===== src/rtl/fifo_sync_param_if.sv =====
// Handshake and status bundle for fifo_sync_param.
// master = producer/consumer side, slave = FIFO side.
interface fifo_sync_param_if #(
    parameter int DATA_WIDTH = 10,
    parameter int ADDR_SIZE  = 3
);
    logic                  push;
    logic [DATA_WIDTH-1:0] data_in;
    logic                  pop;
    logic                  err_clr;
    logic [DATA_WIDTH-1:0] data_out;
    logic                  data_valid;
    logic                  full;
    logic                  empty;
    logic                  almost_full;
    logic                  almost_empty;
    logic [ADDR_SIZE:0]    fill_level;
    logic                  overflow;
    logic                  underflow;

    modport master (
        output push, data_in, pop, err_clr,
        input  data_out, data_valid, full, empty, almost_full, almost_empty,
               fill_level, overflow, underflow
    );

    modport slave (
        input  push, data_in, pop, err_clr,
        output data_out, data_valid, full, empty, almost_full, almost_empty,
               fill_level, overflow, underflow
    );
endinterface


===== src/rtl/fifo_sync_param.sv =====
// Parametrised synchronous FIFO: the standard elastic buffer between link-layer
// producers and transaction-layer consumers, with level flags and sticky errors.
module fifo_sync_param #(
    parameter int DATA_WIDTH = 10,
    parameter int ADDR_SIZE  = 3,
    parameter int DEPTH      = 8,
    parameter int AF_THRESH  = 6,
    parameter int AE_THRESH  = 2,
    parameter int RD_LATENCY = 0
) (
    input  logic              clk,
    input  logic              rst,
    fifo_sync_param_if.slave  bus
);
    localparam int LW = ADDR_SIZE + 1;

    if (DEPTH != (1 << ADDR_SIZE)) begin : g_bad_depth
        $fatal(1, "fifo_sync_param: DEPTH must equal 2**ADDR_SIZE");
    end
    if (!(AE_THRESH < AF_THRESH) || (AF_THRESH > DEPTH)) begin : g_bad_thresh
        $fatal(1, "fifo_sync_param: need AE_THRESH < AF_THRESH <= DEPTH");
    end
    if ((RD_LATENCY != 0) && (RD_LATENCY != 1)) begin : g_bad_lat
        $fatal(1, "fifo_sync_param: RD_LATENCY must be 0 or 1");
    end

    logic [DATA_WIDTH-1:0] mem [DEPTH];
    logic [ADDR_SIZE-1:0]  wr_ptr;
    logic [ADDR_SIZE-1:0]  rd_ptr;
    logic [LW-1:0]         fill_level;
    logic                  overflow;
    logic                  underflow;
    logic                  full;
    logic                  empty;
    logic                  wr_ok;
    logic                  rd_ok;

    assign full  = (fill_level == LW'(DEPTH));
    assign empty = (fill_level == '0);
    assign wr_ok = bus.push & ~full;
    assign rd_ok = bus.pop  & ~empty;

    // NOTE: sequential state uses non-blocking assignments only, so every
    // register samples the pre-edge values of wr_ok/rd_ok consistently.
    always_ff @(posedge clk) begin
        if (!rst) begin
            wr_ptr     <= '0;
            rd_ptr     <= '0;
            fill_level <= '0;
            overflow   <= 1'b0;
            underflow  <= 1'b0;
        end else begin
            if (wr_ok) wr_ptr <= wr_ptr + ADDR_SIZE'(1);
            if (rd_ok) rd_ptr <= rd_ptr + ADDR_SIZE'(1);
            case ({wr_ok, rd_ok})
                2'b10:   fill_level <= fill_level + LW'(1);
                2'b01:   fill_level <= fill_level - LW'(1);
                default: fill_level <= fill_level;
            endcase
            // A new error in the same cycle as err_clr wins over the clear.
            overflow  <= (bus.push & full)  | (overflow  & ~bus.err_clr);
            underflow <= (bus.pop  & empty) | (underflow & ~bus.err_clr);
        end
    end

    // NOTE: the storage array is reset entry by entry so that a reset
    // mid-stream leaves no stale words behind; this costs a reset per flop.
    always_ff @(posedge clk) begin
        if (!rst) begin
            for (int i = 0; i < DEPTH; i++) mem[i] <= '0;
        end else if (wr_ok) begin
            mem[wr_ptr] <= bus.data_in;
        end
    end

    if (RD_LATENCY == 0) begin : g_rd_comb
        assign bus.data_out   = (rst && rd_ok) ? mem[rd_ptr] : '0;
        assign bus.data_valid = rst & rd_ok;
    end else begin : g_rd_reg
        logic [DATA_WIDTH-1:0] data_q;
        logic                  valid_q;

        always_ff @(posedge clk) begin
            if (!rst) begin
                data_q  <= '0;
                valid_q <= 1'b0;
            end else begin
                data_q  <= rd_ok ? mem[rd_ptr] : '0;
                valid_q <= rd_ok;
            end
        end

        assign bus.data_out   = data_q;
        assign bus.data_valid = valid_q;
    end

    // Flags decode the registered fill level only, so they cannot glitch
    // with push/pop during the cycle.
    assign bus.full         = full;
    assign bus.empty        = empty;
    assign bus.almost_full  = (fill_level >= LW'(AF_THRESH));
    assign bus.almost_empty = (fill_level <= LW'(AE_THRESH));
    assign bus.fill_level   = fill_level;
    assign bus.overflow     = overflow;
    assign bus.underflow    = underflow;
endmodule


===== src/flat_wrapper.sv =====
// flat-port wrapper written by rule: the top's interface ports become plain ports
module fifo_sync_param_flat 
#(
    parameter int DATA_WIDTH = 10,
    parameter int ADDR_SIZE  = 3,
    parameter int DEPTH      = 8,
    parameter int AF_THRESH  = 6,
    parameter int AE_THRESH  = 2,
    parameter int RD_LATENCY = 0
)
  (clk, rst, bus_push, bus_data_in, bus_pop, bus_err_clr, bus_data_out, bus_data_valid, bus_full, bus_empty, bus_almost_full, bus_almost_empty, bus_fill_level, bus_overflow, bus_underflow);
  fifo_sync_param_if #(.DATA_WIDTH(DATA_WIDTH), .ADDR_SIZE(ADDR_SIZE)) bus_i ();
  input  logic clk;
  input  logic rst;
  input wire logic [$bits(bus_i.push)-1:0] bus_push;
  input wire logic [$bits(bus_i.data_in)-1:0] bus_data_in;
  input wire logic [$bits(bus_i.pop)-1:0] bus_pop;
  input wire logic [$bits(bus_i.err_clr)-1:0] bus_err_clr;
  output wire logic [$bits(bus_i.data_out)-1:0] bus_data_out;
  output wire logic [$bits(bus_i.data_valid)-1:0] bus_data_valid;
  output wire logic [$bits(bus_i.full)-1:0] bus_full;
  output wire logic [$bits(bus_i.empty)-1:0] bus_empty;
  output wire logic [$bits(bus_i.almost_full)-1:0] bus_almost_full;
  output wire logic [$bits(bus_i.almost_empty)-1:0] bus_almost_empty;
  output wire logic [$bits(bus_i.fill_level)-1:0] bus_fill_level;
  output wire logic [$bits(bus_i.overflow)-1:0] bus_overflow;
  output wire logic [$bits(bus_i.underflow)-1:0] bus_underflow;
  assign bus_i.push = bus_push;
  assign bus_i.data_in = bus_data_in;
  assign bus_i.pop = bus_pop;
  assign bus_i.err_clr = bus_err_clr;
  assign bus_data_out = bus_i.data_out;
  assign bus_data_valid = bus_i.data_valid;
  assign bus_full = bus_i.full;
  assign bus_empty = bus_i.empty;
  assign bus_almost_full = bus_i.almost_full;
  assign bus_almost_empty = bus_i.almost_empty;
  assign bus_fill_level = bus_i.fill_level;
  assign bus_overflow = bus_i.overflow;
  assign bus_underflow = bus_i.underflow;
  fifo_sync_param #(.DATA_WIDTH(DATA_WIDTH), .ADDR_SIZE(ADDR_SIZE), .DEPTH(DEPTH), .AF_THRESH(AF_THRESH), .AE_THRESH(AE_THRESH), .RD_LATENCY(RD_LATENCY)) u_core (.clk(clk), .rst(rst), .bus(bus_i));
endmodule

===== config.mk =====
export PLATFORM = sky130hd
export DESIGN_NAME = fifo_sync_param_flat
export DESIGN_NICKNAME = d
export VERILOG_FILES = /design/src/rtl/fifo_sync_param_if.sv /design/src/rtl/fifo_sync_param.sv /design/src/flat_wrapper.sv
export SDC_FILE = /design/constraint.sdc
export NUM_CORES = 1
export LEC_CHECK = 0
export ABC_AREA = 0
export CAP_MARGIN = 10
export CELL_PAD_IN_SITES_DETAIL_PLACEMENT = 1
export CELL_PAD_IN_SITES_GLOBAL_PLACEMENT = 2
export CORE_MARGIN = 5
export CORE_UTILIZATION = 42
export DETAILED_ROUTE_END_ITERATION = 8
export PLACE_DENSITY = 0.91
export REMOVE_ABC_BUFFERS = 1
export SYNTH_ARGS = -nofsm -noshare
export SYNTH_HDL_FRONTEND = slang
export SYNTH_SLANG_ARGS = --single-unit

===== constraint.sdc =====
create_clock -name clk -period 3.1 [get_ports clk]
set_clock_uncertainty 0.2 [all_clocks]
set_input_delay 0.62 -clock clk [delete_from_list [all_inputs] [get_ports clk]]
set_output_delay 0.62 -clock clk [all_outputs]
set_load 0.01 [all_outputs]

==> flow_summary_export.csv <==
group,metric,value,unit
status,status,"finished clean",
cts,clock-sinks,95,
place,hpwl,6871,microns
route,dr_wl_met3,399,microns
route,drtIter0Drc,147,
layout,layout-drive-gt1-share,19.95,%
route,route.vias.total,2714,
power_and_ir_drop,p_int,0.002558,W
setup_path,critical-path-top-delay-family,"buffers and inverters",
synthesis,synth_xor_area_share,0.9685,%
setup_path,r2r_slack,380,ps
cts,clkLatencyLatePin,360,ps
sta,slew_violations,0,
setup_path,required,2280,ps
layout,final_util,51.69,%
sta,finalSetupViolations,0,
route,vias_per_cell,5.353,
global_routing,antenna_found_initial,0,
synthesis,ys.flop_type,"edfxtp_1",
sta,worstMarginPinSlew,535.0,ps
power_and_ir_drop,comb_power_share,33.3,%
route,drt-total-wl,10280,microns
synthesis,synthSimpleGateAreaFrac,20.01,%
synthesis,synth-compound-area-share,3.265,%
min_path,hold_depth,2,
synthesis,syn-cell-area,0.004522,sq mm
sta,period_share,96.66,%
place,place_area,0.005159,sq mm
layout,areaGrowthSynthToFinish,19.06,%
power_and_ir_drop,power_density,683.4,mW/mm^2
layout,postLayoutCellArea,0.005384,sq mm
setup_path,end_kind,"output port",
cts,cts_hold_buf,0,
synthesis,syn-instance-count,311,
route,m1WireLength,4295,microns
synthesis,synth-adder-area-share,1.107,%
global_routing,grt_pass1_wl,16450,microns
power_and_ir_drop,pwr-share-seq,43.8,%
power_and_ir_drop,finalPower,0.003679,W
floorplanning,die_h,113.8,microns
flow_run,max-cap-violations,0,
layout,n_fill_cell,1039,
min_path,hold_path.class,"flop to flop",
place,placed_cells,491,
route,ant_nets,0,
synthesis,syn_area_per_cell,14.54,sq um
sta,hold_viol,0,
route,highest_layer,"met4",
setup_path,rr_worst_depth,7,
min_path,worstHoldStart,"u_core.rd_ptr[1]",
power_and_ir_drop,switching_share,30.48,%
cts,clockBufferDepth,2,
floorplanning,die_w,113.8,microns
setup_path,path_class,"input port to output port",
place,dpl_worst_slack,-2.624,ps
route,drtPass1Iterations,4,
synthesis,async_flop_share,0,%
floorplanning,core_area,0.01042,sq mm
layout,antenna_cells,0,
power_and_ir_drop,clkPwrFrac,22.9,%
sta,rsz0062_at_grt,"false",
power_and_ir_drop,ir_drop,452.7,uV
layout,nNetsFinal,385,
place,place.port_buffers,35,
layout,final_cells,507,
synthesis,synth.distinct_cells,44,
global_routing,grt_pass1_vias,3002,
global_routing,grt_max_degree,28,
setup_path,critical_path.cell_chain,"clkdlybuf4s50_1 -> o41a_1 -> nand2_1 -> buf_12 -> inv_1 -> clkdlybuf4s50_1",
sta,min_period,2996,ps
synthesis,ys_seq_area_share,59.77,%
floorplanning,ioPinCount,36,
global_routing,grt_usage,17.04,%
cts,cts_root_buffer,"clkbuf_8",
setup_path,critPathLaunchType,"input port",
cts,numCtsBuffers,9,
setup_path,timing.critical_path.buf_inv,4,
setup_path,critPathMaxStageDelay,520,ps
setup_path,path_common_cell,"clkdlybuf4s50_1",
route,wl_per_cell,20.28,microns
setup_path,worstPathArrival,2180,ps
floorplanning,start_util,43.41,%
setup_path,r2r-end,"u_core.bus.fill_level[3]",
synthesis,synth.area.mux_share,12.84,%
floorplanning,die_area,0.01294,sq mm
synthesis,synth_top_family_by_area,"simple AND/OR/NAND/NOR gates",
cts,cts_tree,"built",
global_routing,gr-total-overflow,0,
power_and_ir_drop,p_switching,0.001122,W
route,dr_wl_met2,5427,microns
synthesis,synth_edf_count,80,
synthesis,synth-seq-cells,95,
cts,h-tree-depth,3,
floorplanning,num_rows,37,
sta,fmax,0.3337,GHz
cts,clkSlewWorstSetupHoldPaths,100,ps
synthesis,ys_warn_count,0,
setup_path,r2r_start,"u_core.bus.fill_level[2]",
setup_path,cp_slowest_cell,"clkdlybuf4s50_1",
place,gp_congestion,0.7467,
setup_path,critPathMaxFanout,11,
sta,slew_headroom,64.30,%
sta,layout_setup_ws,103.6,ps
power_and_ir_drop,leakage,2.103,nW
route,drc,0,
-- flip-flops by register name (all words and copies together) (netlist names), named ones only --
register and cells:
u_core.wr_ptr 3, u_core.bus.overflow 1, u_core.rd_ptr 3, u_core.mem 80
u_core.bus.underflow 1, u_core.bus.fill_level 4
-- power by group through the flow --
stage	Clock (W)	Sequential [W]	Combinational, W
3_5_place_dp	0	0.00164	0.00124
2_1_floorplan	0	0.00173	0.000617
5_1_grt	0.000935	0.00163	0.00133
3_3_place_gp	0	0.00163	0.00121
6_report	0.000844	0.00161	0.00122
4_1_cts	0.000859	0.00161	0.00125
-- worst min-delay path: cells and delay by family (launching register included) --
family,cells,cell delay (ps)
flip-flops,1,340
AND/OR/NAND/NOR,1,110
multiplexers,1,100
-- final cells by class --
class | count | area [sq um] | share of cell area (%)
Sequential cell | 95 | 2703 | 50.20
Multi-Input combinational cell | 199 | 1727 | 32.07
Timing Repair Buffer | 58 | 573.1 | 10.64
Tap cell | 136 | 170.2 | 3.161
Inverter | 3 | 11.26 | 0.2092
Clock buffer | 10 | 127.6 | 2.370
Clock inverter | 6 | 72.57 | 1.348
-- Yosys cell counts (all sizes together), types with 2 or more instances --
cell	n	share of area (%)
a21oi	2	0.22
and2	86	12
buf	9	1.4
clkbuf	5	0.42
dfxtp	15	6.6
edfxtp	80	53
ha	4	1.1
inv	3	0.25
mux2i	13	2.9
mux4	20	10
nand2	7	0.94
nand2b	4	0.55
nand3	2	0.33
nand4b	2	1.1
nor2	17	1.7
nor2b	7	0.97
nor4	3	1.1
o21ai	9	1.0
xnor2	3	0.58
xor2	2	0.39
-- placed cells by master, fill, tap and decap left out, types with 2 or more instances in the layout --
cell and count:
nand2b_1 4, inv_6 3, nand4b_4 2, nor2b_1 7, nor2_1 11, a21oi_1 2, dlymetal6s2s_1 10, mux4_2 20
edfxtp_1 80, nor4_4 2, xor2_1 2, nand2_1 6, ha_1 4, o21ai_0 9, mux2i_1 13, clkdlybuf4s50_1 25
dfxtp_1 15, clkbuf_8 9, inv_1 3, buf_12 2, buf_4 21, and2_1 86, xnor2_1 3, nor2_2 6
-- kinds of logic after synthesis --
group / after synthesis
AO/OA/AOI/OAI: 21
XOR/XNOR: 5
adder cells (fa/ha/maj): 4
buffers and inverters: 17
flip-flops: 95
multiplexers: 33
AND/OR/NAND/NOR: 136
-- per-stage QoR --
step / hold slack, ps / setup TNS, ps
final: 373.8 / 0
after global routing: 414.0 / 0
after CTS: 379.5 / 0
after detailed placement: 379.1 / -2.624
after global placement: 340.5 / 0
after floorplan: 307.1 / 0
-- how the worst max path moves through the flow --
stage | startpoint | to | slack, ps | cells past startpoint
global route | bus_pop | bus_data_valid | 20 | 6
detailed placement | bus_pop | u_core.bus.fill_level[3] | -3 | 8
finish | bus_pop | bus_data_valid | 100 | 6
global placement | bus_pop | bus_data_out[1] | 70 | 6
floorplan | u_core.bus.fill_level[2] | u_core.bus.fill_level[3] | 220 | 7
CTS | bus_pop | bus_data_out[5] | 10 | 6
-- layer usage --
layer,vias to the layer above,global-route usage [%]
li1,1254,-
met1,1385,21.32
met2,59,30.23
met3,16,2.865
met5,-,0
met4,0,5.128
-- repair_timing --
action,in CTS,in global routing
resized for setup,0,10
endpoints found under the setup margin,0,10
setup buffers,0,0
Power figures use the tool's default switching activity.
